$ cat src/rtl/risc_v_rob_mc.sv
// Reorder buffer with multi-channel writeback and multi-slot in-order commit.
//
// Ports:
//   clk, globalReset            clock; asynchronous active-high reset
//   alloc_req/ctrl/dest         dispatch request, control-flow flag, destination register
//   alloc_tag                   tag granted to the dispatch (current tail)
//   full, empty                 occupancy flags
//   wb_valid/mispredict/tag/value/target   NWB packed writeback channels
//   rd_tag1/2 -> rd_value1/2, rd_valid1/2  operand lookup with same-cycle writeback bypass
//   commit_valid/dest/value/tag CW packed commit slots, registered
//   flush, flush_pc             one-cycle redirect after a mispredicted commit
module risc_v_rob_mc #(
    parameter int unsigned WIDTH = 31,
    parameter int unsigned REG   = 4,
    parameter int unsigned TAGW  = 3,
    parameter int unsigned NWB   = 2,
    parameter int unsigned CW    = 2
) (
    input  logic                   clk,
    input  logic                   globalReset,
    input  logic                   alloc_req,
    input  logic                   alloc_ctrl,
    input  logic [REG:0]           alloc_dest,
    output logic [TAGW-1:0]        alloc_tag,
    output logic                   full,
    output logic                   empty,
    input  logic [NWB-1:0]         wb_valid,
    input  logic [NWB-1:0]         wb_mispredict,
    input  logic [NWB*TAGW-1:0]    wb_tag,
    input  logic [NWB*(WIDTH+1)-1:0] wb_value,
    input  logic [NWB*(WIDTH+1)-1:0] wb_target,
    input  logic [TAGW-1:0]        rd_tag1,
    input  logic [TAGW-1:0]        rd_tag2,
    output logic [WIDTH:0]         rd_value1,
    output logic [WIDTH:0]         rd_value2,
    output logic                   rd_valid1,
    output logic                   rd_valid2,
    output logic [CW-1:0]          commit_valid,
    output logic [CW*(REG+1)-1:0]  commit_dest,
    output logic [CW*(WIDTH+1)-1:0] commit_value,
    output logic [CW*TAGW-1:0]     commit_tag,
    output logic                   flush,
    output logic [WIDTH:0]         flush_pc
);
    localparam int unsigned DEPTH = 2 ** TAGW;
    localparam int unsigned DW    = WIDTH + 1;
    localparam int unsigned RW    = REG + 1;

    // Pointers carry an extra wrap bit to tell full from empty.
    logic [TAGW:0]    head_q, tail_q, head_next;
    logic [DEPTH-1:0] busy_q, ready_q, misp_q, ctrl_q;
    logic [RW-1:0]    dest_q   [DEPTH];
    logic [DW-1:0]    value_q  [DEPTH];
    logic [DW-1:0]    target_q [DEPTH];

    logic [CW-1:0]       commit_valid_q;
    logic [CW*RW-1:0]    commit_dest_q;
    logic [CW*DW-1:0]    commit_value_q;
    logic [CW*TAGW-1:0]  commit_tag_q;
    logic                flush_q;
    logic [DW-1:0]       flush_pc_q;

    logic [TAGW-1:0] wb_tag_a    [NWB];
    logic [DW-1:0]   wb_value_a  [NWB];
    logic [DW-1:0]   wb_target_a [NWB];

    always_comb begin
        for (int c = 0; c < int'(NWB); c++) begin
            wb_tag_a[c]    = wb_tag[c*TAGW +: TAGW];
            wb_value_a[c]  = wb_value[c*DW +: DW];
            wb_target_a[c] = wb_target[c*DW +: DW];
        end
    end

    assign empty      = (head_q == tail_q);
    assign full       = (head_q[TAGW] != tail_q[TAGW]) &&
                        (head_q[TAGW-1:0] == tail_q[TAGW-1:0]);
    assign alloc_tag  = tail_q[TAGW-1:0];

    logic alloc_fire;
    assign alloc_fire = alloc_req && !full;

    // Commit selection: contiguous ready run from head, cut after a mispredicted slot.
    logic [CW-1:0]   go;
    logic [TAGW-1:0] slot_idx [CW];
    logic [TAGW:0]   n_commit;
    logic            misp_hit;
    logic [DW-1:0]   misp_target;
    logic            stop;

    always_comb begin
        go          = '0;
        n_commit    = '0;
        misp_hit    = 1'b0;
        misp_target = '0;
        stop        = 1'b0;
        for (int k = 0; k < int'(CW); k++) begin
            slot_idx[k] = head_q[TAGW-1:0] + TAGW'(k);
            if (!stop && busy_q[slot_idx[k]] && ready_q[slot_idx[k]]) begin
                go[k]    = 1'b1;
                n_commit = (TAGW+1)'(k + 1);
                if (misp_q[slot_idx[k]]) begin
                    misp_hit    = 1'b1;
                    misp_target = target_q[slot_idx[k]];
                    stop        = 1'b1;
                end
            end else begin
                stop = 1'b1;
            end
        end
    end

    assign head_next = head_q + n_commit;

    // Stored result wins; otherwise bypass from the lowest matching writeback channel.
    function automatic logic [DW:0] rd_lookup(input logic [TAGW-1:0] tag);
        logic [DW:0] r;
        r = {1'b0, {DW{1'b0}}};
        if (ready_q[tag]) begin
            r = {1'b1, value_q[tag]};
        end else begin
            for (int c = int'(NWB) - 1; c >= 0; c--) begin
                if (wb_valid[c] && (wb_tag_a[c] == tag)) r = {1'b1, wb_value_a[c]};
            end
        end
        return r;
    endfunction

    always_comb begin
        {rd_valid1, rd_value1} = rd_lookup(rd_tag1);
        {rd_valid2, rd_value2} = rd_lookup(rd_tag2);
    end

    always_ff @(posedge clk or posedge globalReset) begin
        if (globalReset) begin
            head_q         <= '0;
            tail_q         <= '0;
            busy_q         <= '0;
            ready_q        <= '0;
            misp_q         <= '0;
            ctrl_q         <= '0;
            for (int i = 0; i < int'(DEPTH); i++) begin
                dest_q[i]   <= '0;
                value_q[i]  <= '0;
                target_q[i] <= '0;
            end
            commit_valid_q <= '0;
            commit_dest_q  <= '0;
            commit_value_q <= '0;
            commit_tag_q   <= '0;
            flush_q        <= 1'b0;
            flush_pc_q     <= '0;
        end else begin
            head_q <= head_next;
            for (int k = 0; k < int'(CW); k++) begin
                commit_valid_q[k]            <= go[k];
                commit_dest_q[k*RW +: RW]    <= go[k] ? dest_q[slot_idx[k]] : '0;
                commit_value_q[k*DW +: DW]   <= go[k] ? value_q[slot_idx[k]] : '0;
                commit_tag_q[k*TAGW +: TAGW] <= go[k] ? slot_idx[k] : '0;
            end
            flush_q    <= misp_hit;
            flush_pc_q <= misp_hit ? misp_target : '0;

            if (misp_hit) begin
                // Squash everything younger; allocation and writebacks this cycle are dropped.
                tail_q  <= head_next;
                busy_q  <= '0;
                ready_q <= '0;
                misp_q  <= '0;
            end else begin
                // Descending order so the lowest channel's write lands last.
                for (int c = int'(NWB) - 1; c >= 0; c--) begin
                    if (wb_valid[c] && busy_q[wb_tag_a[c]]) begin
                        ready_q[wb_tag_a[c]]  <= 1'b1;
                        value_q[wb_tag_a[c]]  <= wb_value_a[c];
                        target_q[wb_tag_a[c]] <= wb_target_a[c];
                        // Only control-flow entries can redirect.
                        misp_q[wb_tag_a[c]]   <= wb_mispredict[c] & ctrl_q[wb_tag_a[c]];
                    end
                end
                if (alloc_fire) begin
                    busy_q[tail_q[TAGW-1:0]]  <= 1'b1;
                    ready_q[tail_q[TAGW-1:0]] <= 1'b0;
                    misp_q[tail_q[TAGW-1:0]]  <= 1'b0;
                    ctrl_q[tail_q[TAGW-1:0]]  <= alloc_ctrl;
                    dest_q[tail_q[TAGW-1:0]]  <= alloc_dest;
                    tail_q                    <= tail_q + (TAGW+1)'(1);
                end
                for (int k = 0; k < int'(CW); k++) begin
                    if (go[k]) begin
                        busy_q[slot_idx[k]]  <= 1'b0;
                        ready_q[slot_idx[k]] <= 1'b0;
                    end
                end
            end
        end
    end

    assign commit_valid = commit_valid_q;
    assign commit_dest  = commit_dest_q;
    assign commit_value = commit_value_q;
    assign commit_tag   = commit_tag_q;
    assign flush        = flush_q;
    assign flush_pc     = flush_pc_q;

endmodule

$ cat config.mk
export PLATFORM = sky130hd
export DESIGN_NAME = risc_v_rob_mc
export DESIGN_NICKNAME = d
export VERILOG_FILES = /design/src/rtl/risc_v_rob_mc.sv
export SDC_FILE = /design/constraint.sdc
export NUM_CORES = 2
export LEC_CHECK = 0
export BUFFER_PORTS_ARGS = -buffer_cell sky130_fd_sc_hd__buf_2
export CELL_PAD_IN_SITES_DETAIL_PLACEMENT = 0
export CELL_PAD_IN_SITES_GLOBAL_PLACEMENT = 1
export CORE_MARGIN = 2
export CORE_UTILIZATION = 35
export DETAILED_ROUTE_END_ITERATION = 7
export GPL_ROUTABILITY_DRIVEN = 0
export PLACE_DENSITY = 0.75
export SYNTH_ARGS = -nofsm -noshare
export SYNTH_HDL_FRONTEND = slang
export SYNTH_SLANG_ARGS = --single-unit
$ cat constraint.sdc
create_clock -name clk -period 22.1 [get_ports clk]
set_input_delay 3.315 -clock clk [delete_from_list [all_inputs] [get_ports clk]]
set_output_delay 3.315 -clock clk [all_outputs]
set_load 0.01 [all_outputs]
Word level (Yosys, flattened, before mapping) --
Cells that the tools add are included.
Operators by class: $add $sub $neg 3, equality and inequality tests 7, $lt $le $gt $ge 22, bitwise gates (word level) 22, reductions and logical operators 23, mux-type cells 128
Operators with widths (count):
- 2-to-1 mux 256 bit | 6
- bitwise mux 256 bit | 4
- 2-to-1 mux 32 bit | 21
- binary-select mux 32 bit (select 3 bit) | 6
- 2-to-1 mux 33 bit | 6
- demux 32 bit (select 3 bit) | 2
- 2-to-1 mux 8 bit | 22
- AND 8 bit | 6
- bitwise mux 40 bit | 1
- binary-select mux 1 bit (select 3 bit) | 12
- 2-to-1 mux 5 bit | 7
- binary-select mux 5 bit (select 3 bit) | 2
- greater-or-equal comparator 4 bit, second input constant | 7
- < comparator 3 x 4 -> 1 bit, second input constant | 7
- NOT 3 -> 4 bit | 7
- 2-to-1 mux 1 bit | 25
- bitwise mux 8 bit | 3
- NOT 8 bit | 3
- bitwise OR 8 bit | 3
- logical AND 1 bit | 19
- demux 1 bit (select 3 bit) | 5
- demux 5 bit (select 3 bit) | 1
- == test 3 bit | 5
- greater-or-equal comparator 3 x 1 -> 1 bit, second input constant | 5
- other kinds (13) | 20
Storage, ports and cells: word-level logic and storage cells 241, flip-flop bits (word level) 707, input port bits 153, output and inout port bits 186

Depth between registers and ports, before layout --
word-level depth 21, mapped depth 15, depth with buffers taken out 11

Worst setup path after synthesis --
No wires, ideal clock.
path type input -> output, start input rd_tag2[1], end output rd_value2[15], arrival time 5.393 ns, path buffers 4, setup slack 13.392 ns, data required time 18.785 ns, cell stages on the path 8, path through clkbuf_1 clkbuf_1 mux4_2 mux2i_1 clkbuf_1 clkbuf_1 a211oi_1 a21oi_1
Between the ends: word-level cells in the longest chain between the ends 5, elaborated cells between the ends (all ways) 13, those cells by class eq/ne: 2; mux: 8; bitwise: 1; reduce/logical: 2
RTL lines:
- start, declared | RTL line 33 | input logic [TAGW-1:0] rd_tag2,
- NOT 3 -> 4 bit (implied by the code) / == test 3 bit (equally long branches) | RTL line 120, 123
- binary-select mux 32 bit (select 3 bit) / logical AND 1 bit (equally long branches) | RTL line 120, 123
- 2-to-1 mux 32 bit (implied by the code) / 2-to-1 mux 33 bit (equally long branches) (2 in series) | RTL line 120, 123
- 2-to-1 mux 33 bit * | RTL line 119 | if (ready_q[tag]) begin
- end, declared | RTL line 35 | output logic [WIDTH:0] rd_value2,
Mark *: on every way between the ends. The rest lies on a longest branch, timed or not. The select of a mux whose other input is x is not followed.

Worst setup path after layout --
start input rd_tag1[0], end output rd_value1[30]
Between the ends: word-level cells in the longest chain between the ends 5, elaborated cells between the ends (all ways) 13, those cells by class eq/ne: 2; mux: 8; bitwise: 1; reduce/logical: 2
RTL lines:
- start, declared | RTL line 32 | input logic [TAGW-1:0] rd_tag1,
- NOT 3 -> 4 bit (implied by the code) / == test 3 bit (equally long branches) | RTL line 120, 123
- binary-select mux 32 bit (select 3 bit) / logical AND 1 bit (equally long branches) | RTL line 120, 123
- 2-to-1 mux 32 bit (implied by the code) / 2-to-1 mux 33 bit (equally long branches) (2 in series) | RTL line 120, 123
- 2-to-1 mux 33 bit * | RTL line 119
- end, declared | RTL line 34 | output logic [WIDTH:0] rd_value1,
Marks and branches as above.

==> results_dict.tcl <==
set metrics [dict create \
    ys.flop_type "dfrtp_1" \
    p_sw_frac 0.411 \
    clkTransAtPathRegs_ns 0.06 \
    outcome "completed" \
    cts_tree "done" \
    drt_wl_total_mm 185 \
    r2r_end "value_q[32]$_DFFE_PP0N_" \
    ir_drop_mv 0.165 \
    fp.dieArea_um2 127000 \
    ys_seq_area_frac 0.408 \
    critPathLaunchType "input port" \
    multi_input_area_um2 23500 \
    grt_max_degree 161 \
    crit_path_end "rd_value1[30]" \
    clock_power_share 0.191 \
    syn_to_final_growth_pct 12.5 \
    cts_root_buffer "clkbuf_16" \
    netlist_instances 3774 \
    crit_path_cell_trace "buf_4 -> buf_4 -> mux4_2 -> mux2i_4 -> buf_4 -> a211oi_1 -> a21oi_1 -> buf_2" \
    synthAdderAreaFrac 0.00162 \
    combPwrFrac 0.489 \
    dp.cells 5278 \
    dp_hpwl_mm 104 \
    fp.dieH_um 356 \
    grt_pass1_vias 37300 \
    grt_first_pass_wirelength_mm 268 \
    clockBufferDepth 3 \
    drive_above_1_share 0.286 \
    final_nets 3888 \
    seqPwrFrac 0.321 \
    dieWidth_um 356 \
    internal-power_uw 4740 \
    skew_ns 0.0318 \
    drc_errors 0 \
    fillers 11800 \
    cts-buffers-inserted 87 \
    critPathMaxStageDelay_ns 0.79 \
    max_freq_ghz 0.0954 \
    max-cap-violations 0 \
    min_period_ns 10.49 \
    worstRegToRegCells 11 \
    end_kind "output port" \
    grt_overflow 0 \
    initial_core_util 0.351 \
    tightest_slew_ns 1.39 \
    worstSetupPathType "in -> out" \
    rrSetupSlack_ns 15.90 \
    post-place-ws_ns 11.69 \
    worstHoldPathType "reg -> reg" \
    cts_htree_levels 3 \
    crit_path_start "rd_tag1[0]" \
    antenna_found_initial 43 \
    max-slew-margin-rel 0.0715 \
    cts_setup_buffers 0 \
    synth_top_family_by_area "compound AO/OA/AOI/OAI gates" \
    syn_area_um2 43300 \
    drt_iter0_drc 5293 \
    synth_fp_nets 3932 \
    synth_xor_area_frac 0.00465 \
    portBuffers 338 \
    slowest_stage "buf_4" \
    wl_per_cell_um 33.9 \
    synth_compound_area_frac 0.256 \
    crit_top_cell "buf_4" \
    fin_cells 5451 \
    cp_max_fo 45 \
    syn_area_per_cell_um2 11.5 \
    ff_latch_area_um2 17700 \
    hold_viol 0 \
    fp-row-count 129 \
    yosys_warnings 0 \
    fin_tns_setup_ns 0 \
    leakagePower_uw 0.0191 \
    cts_resized 0 \
    viasPerCell 7.07 \
    maxSlewViolCount 0 \
    core_um2 123000 \
    synth_edf_count 0 \
    hold_buffers 0 \
    ant_nets 0 \
    synth-seq-cells 707 \
    ys_types 70 \
    async_flop_share 1.00 \
    place_area_um2 45700 \
    cts.sinks 707 \
    vias 38500 \
    synthMuxAreaShare 0.227 \
    fin_crit_sh 0.474 \
    drt-pass1-iter-count 8 \
    rsz0062_at_grt "false" \
    whs_ns 0.512 \
    p_sw_uw 3310 \
    clk_latency_ns 0.72 \
    arrival_ns 7.17 \
    power_density_nw_per_um2 165 \
    io_pins 339 \
    synthSimpleGateAreaFrac 0.0490 \
    grt_usage 0.285 \
    timing.final.ws_setup_ns 11.61 \
    postLayoutCellArea_um2 48800 \
    worstPathRequired_ns 18.78 \
    setup_viol 0 \
    r2r-start "head_q[1]$_DFF_PP0_" \
]
power groups by stage:
stage	Sequential, uW	Clock, uW	Combinational [uW]
global placement	2520	0	3810
detailed placement	2540	0	3870
CTS	2540	1550	3880
floorplan	2280	0	2960
global route	2640	1610	4170
finish	2580	1530	3930
worst max-delay path: cells and delay by family:
family          cells  cell delay (ns)
mux                 2             1.35
compound gates      2             0.33
buf+inv             4             2.03
area by class of cell:
type	count	share of cell area
multi-input cells	2502	0.483
flip-flops and latches	707	0.363
clock buffers	127	0.0533
repair buffers	420	0.0483
well taps	1637	0.0420
clock inverters	32	0.00896
inverters	12	0.00105
diodes	14	0.000719
sequential cells by signal (all words and copies together), names as in the netlist:
signal / cells
commit_tag: 6
value_q: 256
dest_q: 40
flush: 1
ctrl_q: 8
commit_value: 64
misp_q: 8
ready_q: 8
commit_dest: 10
commit_valid: 2
flush_pc: 32
busy_q: 8
tail_q: 4
head_q: 4
target_q: 256
placed cells by master, fill, tap and decap left out, types with 8 or more instances in the layout:
| cell type | n |
|---|---|
| nand2_1 | 156 |
| a22oi_1 | 154 |
| nand3b_1 | 12 |
| mux4_2 | 356 |
| dfrtp_1 | 704 |
| diode_2 | 14 |
| inv_1 | 8 |
| a221oi_1 | 10 |
| xnor2_1 | 13 |
| buf_4 | 83 |
| bufinv_16 | 8 |
| a21oi_1 | 117 |
| clkbuf_16 | 88 |
| clkbuf_8 | 25 |
| clkinv_2 | 12 |
| a211oi_1 | 82 |
| o2bb2ai_1 | 64 |
| mux2_2 | 100 |
| a2bb2oi_1 | 429 |
| buf_2 | 334 |
| nand3_1 | 13 |
| mux2i_1 | 55 |
| clkbuf_1 | 14 |
| o21ai_0 | 75 |
| nor2_1 | 94 |
| nor3_1 | 16 |
| o22ai_1 | 507 |
| xor2_1 | 8 |
| and3_1 | 24 |
| nor2b_1 | 67 |
| a2bb2oi_2 | 14 |
metal layers:
| layer | routed length, um | part of all wire | track usage |
|---|---|---|---|
| met1 | 68600 | 0.37 | 0.370 |
| met3 | 25300 | 0.14 | 0.108 |
| met4 | 8440 | 0.046 | 0.127 |
| met2 | 82300 | 0.45 | 0.422 |
| met5 | 310 | 0.0017 | 0.00226 |
stage by stage:
| step | power (uW) | util |
|---|---|---|
| after floorplan | 5240 | - |
| after global placement | 6330 | 0.370 |
| after detailed placement | 6420 | 0.370 |
| after CTS | 7970 | 0.395 |
| after global routing | 8420 | 0.395 |
| final | 8050 | 0.395 |
worst min-delay path by stage:
stage / startpoint / slack, ns / to / cells past startpoint
finish: target_q[10]$_DFFE_PP0N_ / 0.51 / target_q[10]$_DFFE_PP0N_ / 1
global route: target_q[13]$_DFFE_PP0N_ / 0.52 / target_q[13]$_DFFE_PP0N_ / 1
CTS: target_q[7]$_DFFE_PP0N_ / 0.51 / target_q[7]$_DFFE_PP0N_ / 1
detailed placement: target_q[26]$_DFFE_PP0N_ / 0.49 / target_q[26]$_DFFE_PP0N_ / 1
global placement: target_q[13]$_DFFE_PP0N_ / 0.48 / target_q[13]$_DFFE_PP0N_ / 1
floorplan: target_q[0]$_DFFE_PP0N_ / 0.47 / target_q[0]$_DFFE_PP0N_ / 1
synthesized netlist by cell type (4+ instances only):
cell type,n,area [um2]
a2111oi_0,4,35.0
a211oi_1,82,616
a21o_1,4,30.0
a21oi_1,117,586
a221oi_1,10,87.6
a22oi_1,154,1160
a2bb2oi_1,429,3760
a2bb2oi_2,14,210
a31oi_1,6,37.5
and3_1,25,156
and3b_1,6,52.6
buf_1,187,702
buf_2,84,420
buf_4,5,37.5
buf_6,15,169
clkbuf_1,262,983
dfrtp_1,707,17700
ha_1,4,50.1
inv_1,10,37.5
mux2_1,7,78.8
mux2_2,100,1130
mux2i_1,57,571
mux4_2,356,8020
nand2_1,164,616
nand2b_1,9,56.3
nand3_1,16,80.1
nand3b_1,12,90.1
nand4_1,5,31.3
nor2_1,98,368
nor2b_1,67,419
nor3_1,18,90.1
nor4_1,5,31.3
nor4b_1,4,35.0
o211a_1,4,40.0
o211ai_1,4,30.0
o21ai_0,75,375
o21ai_1,6,30.0
o22ai_1,507,3170
o2bb2a_1,5,50.1
o2bb2ai_1,64,561
o31ai_1,4,30.0
xnor2_1,14,123
xor2_1,9,78.8
cell families after synthesis:
family / count (synthesis)
fa+ha+maj: 5
compound gates: 1511
buf+inv: 565
simple gates: 442
xor+xnor: 23
mux: 521
flops: 707
No activity file was read; power rests on OpenSTA's default activity.
